`config.mk`:
```
export PLATFORM = sky130hd
export DESIGN_NAME = stream_mux_arbiter
export DESIGN_NICKNAME = d
export VERILOG_FILES = /design/src/rtl/stream_mux_arbiter.sv
export SDC_FILE = /design/constraint.sdc
export NUM_CORES = 1
export LEC_CHECK = 0
export ABC_AREA = 0
export BUFFER_PORTS_ARGS = -buffer_cell sky130_fd_sc_hd__buf_2
export CAP_MARGIN = 40
export CORE_MARGIN = 2
export CORE_UTILIZATION = 40
export CTS_CLUSTER_DIAMETER = 40
export DETAILED_ROUTE_END_ITERATION = 8
export PLACE_DENSITY = 0.74
export SYNTH_ARGS = -nofsm -noshare
export SYNTH_HDL_FRONTEND = slang
export SYNTH_SLANG_ARGS = --single-unit
```
`constraint.sdc`:
```
create_clock -name i_Clock -period 2.8 [get_ports i_Clock]
set_input_delay 0.14 -clock i_Clock [delete_from_list [all_inputs] [get_ports i_Clock]]
set_output_delay 0.14 -clock i_Clock [all_outputs]
set_load 0.02 [all_outputs]
```
`src/rtl/stream_mux_arbiter.sv`:
```
// stream_mux_arbiter: N:1 valid/ready stream multiplexer.
// Picks one input channel, either by a fixed selector or by round-robin
// arbitration, and registers the winning word in a single-entry output slot.
// A new word may replace the slot in the same cycle that the slot drains,
// so one word per cycle can flow through.
module stream_mux_arbiter #(
    parameter int CHANNELS  = 4,
    parameter int WIDTH     = 8,
    parameter int SEL_WIDTH = 2
) (
    input  logic                      i_Clock,
    input  logic                      i_Reset,
    input  logic                      i_Mode,
    input  logic [SEL_WIDTH-1:0]      i_Selector,
    input  logic [CHANNELS-1:0]       i_Valid,
    input  logic [CHANNELS*WIDTH-1:0] i_Data,
    output logic [CHANNELS-1:0]       o_Ready,
    output logic                      o_Valid,
    output logic [WIDTH-1:0]          o_Data,
    output logic [SEL_WIDTH-1:0]      o_Channel,
    input  logic                      i_Ready
);

    // Channel reached after stepping 'off' positions past 'base', wrapping.
    function automatic int rr_index(input logic [SEL_WIDTH-1:0] base, input int off);
        return (int'(base) + off) % CHANNELS;
    endfunction

    logic [SEL_WIDTH-1:0] last_grant_r;
    logic                 load_s;
    logic                 grant_valid_s;
    logic [SEL_WIDTH-1:0] grant_idx_s;
    logic [WIDTH-1:0]     mux_data_s;
    logic                 in_xfer_s;

    // The slot can accept a word when it is empty or being drained this cycle.
    assign load_s = ~o_Valid | i_Ready;

    // An input transfer is exactly a raised ready; ready already implies valid.
    assign in_xfer_s = |o_Ready;

    // Grant decision: fixed selector in mode 0, round-robin after last_grant_r in mode 1.
    always_comb begin
        grant_valid_s = 1'b0;
        grant_idx_s   = '0;
        if (i_Mode == 1'b0) begin
            // An out-of-range selector matches no k, so it never grants.
            for (int k = 0; k < CHANNELS; k++) begin
                if ((i_Selector == SEL_WIDTH'(k)) && i_Valid[k]) begin
                    grant_valid_s = 1'b1;
                    grant_idx_s   = SEL_WIDTH'(k);
                end else begin
                    grant_valid_s = grant_valid_s;
                    grant_idx_s   = grant_idx_s;
                end
            end
        end else begin
            // Scan last_grant+1, last_grant+2, ... and keep the first valid hit.
            for (int off = 1; off <= CHANNELS; off++) begin
                for (int k = 0; k < CHANNELS; k++) begin
                    if (!grant_valid_s && (rr_index(last_grant_r, off) == k) && i_Valid[k]) begin
                        grant_valid_s = 1'b1;
                        grant_idx_s   = SEL_WIDTH'(k);
                    end else begin
                        grant_valid_s = grant_valid_s;
                        grant_idx_s   = grant_idx_s;
                    end
                end
            end
        end
    end

    // One-hot ready toward the granted channel, suppressed while in reset or stalled.
    always_comb begin
        o_Ready = '0;
        for (int k = 0; k < CHANNELS; k++) begin
            if (!i_Reset && load_s && grant_valid_s && (grant_idx_s == SEL_WIDTH'(k))) begin
                o_Ready[k] = 1'b1;
            end else begin
                o_Ready[k] = 1'b0;
            end
        end
    end

    // Data mux for the granted channel; only consumed when a transfer happens.
    always_comb begin
        mux_data_s = '0;
        for (int k = 0; k < CHANNELS; k++) begin
            if (grant_idx_s == SEL_WIDTH'(k)) begin
                mux_data_s = i_Data[k*WIDTH +: WIDTH];
            end else begin
                mux_data_s = mux_data_s;
            end
        end
    end

    // Output slot and round-robin pointer; reset overrides any transfer.
    always_ff @(posedge i_Clock) begin
        if (i_Reset) begin
            o_Valid      <= 1'b0;
            o_Data       <= '0;
            o_Channel    <= '0;
            last_grant_r <= SEL_WIDTH'(CHANNELS - 1);
        end else if (in_xfer_s) begin
            o_Valid   <= 1'b1;
            o_Data    <= mux_data_s;
            o_Channel <= grant_idx_s;
            // Fixed-select traffic must not disturb round-robin fairness.
            if (i_Mode) begin
                last_grant_r <= grant_idx_s;
            end else begin
                last_grant_r <= last_grant_r;
            end
        end else if (o_Valid && i_Ready) begin
            // Drained with nothing to refill: data and channel keep their last values.
            o_Valid <= 1'b0;
        end else begin
            o_Valid      <= o_Valid;
            o_Data       <= o_Data;
            o_Channel    <= o_Channel;
            last_grant_r <= last_grant_r;
        end
    end

endmodule

```
==> flow_metrics.env <==
export IMPL_outcome="complete, no violations"
export IMPL_criticalPathCategory="flop to output pin"
export IMPL_initial_core_util_pct=41.4
export IMPL_synth_area_leader_cell="dfxtp_1"
export IMPL_rrSetupSlack_ns=1.01
export IMPL_synth_edf_count=0
export IMPL_synthDistinctLibCells=36
export IMPL_postCtsSetupBuffers=0
export IMPL_fin_crit_ns=2.08
export IMPL_layout_drive_gt1_share_pct=53.3
export IMPL_final_util_pct=54.2
export IMPL_r2r_cells=5
export IMPL_path_max_fanout=20
export IMPL_max_freq_mhz=482
export IMPL_cts_root_buffer="clkbuf_4"
export IMPL_boundaryPins=57
export IMPL_hold_viol_final=0
export IMPL_fill_cells=228
export IMPL_grt_start_max_net_pins=21
export IMPL_holdBufCountCts=0
export IMPL_p_comb_share_pct=40.6
export IMPL_p_seq_share_pct=39.6
export IMPL_required_ns=2.66
export IMPL_post_cts_resized=0
export IMPL_cts_tree="yes"
export IMPL_switchingPower_mw=0.202
export IMPL_clock_skew_ns=0.00304
export IMPL_maxCapViolCount=0
export IMPL_die_height_um=54.0
export IMPL_p_int_mw=0.368
export IMPL_gp_congestion=0.761
export IMPL_netSwitchingFraction_pct=35.5
export IMPL_synth_nets=137
export IMPL_synth_area_top_cells="dfxtp_1 26%, mux2i_1 17%, o221ai_2 12%"
export IMPL_layout_setup_ws_ns=0.724
export IMPL_die_area_um2=2910
export IMPL_hold_depth=3
export IMPL_hold_path_class="primary input to flop"
export IMPL_final_cells=180
export IMPL_dpl_cell_count=176
export IMPL_antennaDiodeCount=0
export IMPL_synth_most_common_cell="mux2i_1"
export IMPL_syn_area_per_cell_um2=10.5
export IMPL_r2r_start="last_grant_r[0]"
export IMPL_fin_nets=193
export IMPL_cts_inserted_buffers=3
export IMPL_async_flop_share_pct=0
export IMPL_setup_tns_final_ns=0
export IMPL_grtUsageTotal_pct=17.1
export IMPL_core_area_um2=2410
export IMPL_final_setup_viol_count=0
export IMPL_seq_area_frac_synth_pct=26.1
export IMPL_crit_path_cell_trace="nand2b_1 -> o2111ai_1 -> o311ai_4 -> buf_4 -> nor2_1 -> and2_1 -> buf_2"
export IMPL_rows=18
export IMPL_drt_wl_total_um=2360
export IMPL_power_density_nw_per_um2=436
export IMPL_syn_area_um2=998
export IMPL_worst_slew_pin_slew_ns=0.479
export IMPL_period_share_pct=74.2
export IMPL_syn_inst=95
export IMPL_rsz0062_at_grt="no"
export IMPL_ys_flop_type="dfxtp_1"
export IMPL_slew_violations=0
export IMPL_syn_to_final_growth_pct=30.8
export IMPL_grt_pass1_wl_um=3650
export IMPL_r2r_end="o_Data[3]"
export IMPL_grt_pass1_vias=836
export IMPL_vias_per_cell=5.34
export IMPL_dp_slack_ns=1.01
export IMPL_vdd_ir_drop_max_mv=0.362
export IMPL_drt_iter0_markers=9
export IMPL_grt_overflow_total=0
export IMPL_max_stage_delay_ns=0.35
export IMPL_setup_worst_path_end_class="output pin"
export IMPL_crit_start="last_grant_r[1]"
export IMPL_die_w_um=54.0
export IMPL_drt_pass1_iterations=5
export IMPL_wl_per_cell_um=13.1
export IMPL_ant_nets=0
export IMPL_yosys_warnings=0
export IMPL_drc=0
export IMPL_cts_sinks=13
export IMPL_worstHoldStart="i_Data[12]"
export IMPL_h_tree_depth=1
export IMPL_vias=962
export IMPL_slowest_stage="dfxtp_1"
export IMPL_path_buf_inv=2
export IMPL_clkTransAtPathRegs_ns=0.07
export IMPL_crit_end="o_Ready[1]"
export IMPL_hpwl_um=1900
export IMPL_holdWs_ns=0.154
export IMPL_insertion_delay_ns=0.27
export IMPL_worst_setup_path_start_kind="flop"
export IMPL_p_leak_nw=0.584
export IMPL_crit_arrival_ns=1.94
export IMPL_power_frac_clock_pct=19.8
export IMPL_relSlewSlack_pct=67.8
export IMPL_netlist_area_leader_share_pct=26.1
export IMPL_ys_ff_latch=13
export IMPL_antenna_found_initial=0
export IMPL_port_buffers=56
export IMPL_cp_depth=7
export IMPL_clockBufferDepth=2
export IMPL_cp_top_family="simple AND/OR/NAND/NOR gates"
export IMPL_synth_commonest_cells="17 x mux2i_1, 13 x dfxtp_1, 8 x nand3b_1, 8 x o221ai_2"
==> state kept, by name, summed over array words and instances (netlist names) <==
name,flops
o_Valid,1
o_Channel,2
o_Data,8
last_grant_r,2
==> placed cells by master, fill, tap and decap left out <==
| cell | count |
|---|---|
| a21boi_0 | 1 |
| mux2_2 | 1 |
| nand2b_1 | 4 |
| a211oi_1 | 1 |
| and2b_2 | 1 |
| mux2i_1 | 17 |
| nand3b_1 | 8 |
| o311ai_4 | 1 |
| o21ai_2 | 2 |
| and2_1 | 1 |
| a21oi_1 | 2 |
| clkbuf_1 | 1 |
| o21a_4 | 1 |
| a311o_1 | 1 |
| and3_2 | 1 |
| nand2_4 | 1 |
| nor4_1 | 1 |
| dfxtp_1 | 13 |
| and2b_1 | 1 |
| nor3_1 | 2 |
| o21ai_0 | 3 |
| buf_4 | 1 |
| a21o_1 | 1 |
| buf_2 | 56 |
| nand2_1 | 3 |
| nor2_1 | 4 |
| o221ai_2 | 8 |
| clkbuf_4 | 3 |
| a221oi_4 | 1 |
| a41oi_2 | 1 |
| a311oi_1 | 1 |
| a31oi_1 | 1 |
| nand3_1 | 1 |
| mux4_2 | 1 |
| inv_1 | 2 |
| o2111ai_1 | 1 |
| or2_2 | 1 |
==> final cells by class <==
cell class / instances / area, um2 / share of cell area (%)
Timing Repair Buffer: 57 / 288 / 22.0
Inverter: 2 / 7.51 / 0.575
Sequential cell: 13 / 260 / 19.9
Clock buffer: 4 / 26.3 / 2.01
Multi-Input combinational cell: 74 / 687 / 52.6
Tap cell: 30 / 37.5 / 2.87
==> cell families after synthesis <==
logic type	after synthesis	share of synthesized area, %
and+or+nand+nor	29	18.0
AOI/OAI and AO/OA	26	29.3
muxes	19	20.4
DFF	13	26.1
buffers and inverters	8	6.14
==> worst register-to-register path, cell delays in order, from the launching register on <==
cell and delay (ns):
dfxtp_1 0.34, and2b_1 0.25, o21ai_2 0.08, a41oi_2 0.39, nand2b_1 0.46, o221ai_2 0.14
==> metrics by stage <==
stage | instance area, um2 | total power, mW
floorplan | 998 | 0.391
global placement | 1280 | 0.456
detailed placement | 1280 | 0.463
CTS | 1310 | 0.577
global route | 1310 | 0.606
finish | 1310 | 0.570
==> worst min path at each step <==
stage                       to
2_1_floorplan  last_grant_r[1]
3_3_place_gp         o_Data[4]
3_5_place_dp         o_Data[4]
4_1_cts              o_Data[4]
5_1_grt              o_Data[4]
6_report             o_Data[4]
==> power groups by stage <==
stage	logic (mW)	clock network (mW)	registers (mW)
after global routing	0.253	0.126	0.227
after CTS	0.234	0.118	0.225
after global placement	0.227	0	0.229
after detailed placement	0.233	0	0.230
after floorplan	0.134	0	0.256
final	0.231	0.113	0.226
==> metal layers <==
layer | global-route usage [%] | routed length (um)
met2 | 32.7 | 1270
met3 | 3.33 | 112
met1 | 19.6 | 961
met5 | 0 | 0
met4 | 2.56 | 19
(Power assumes the default switching activity.)
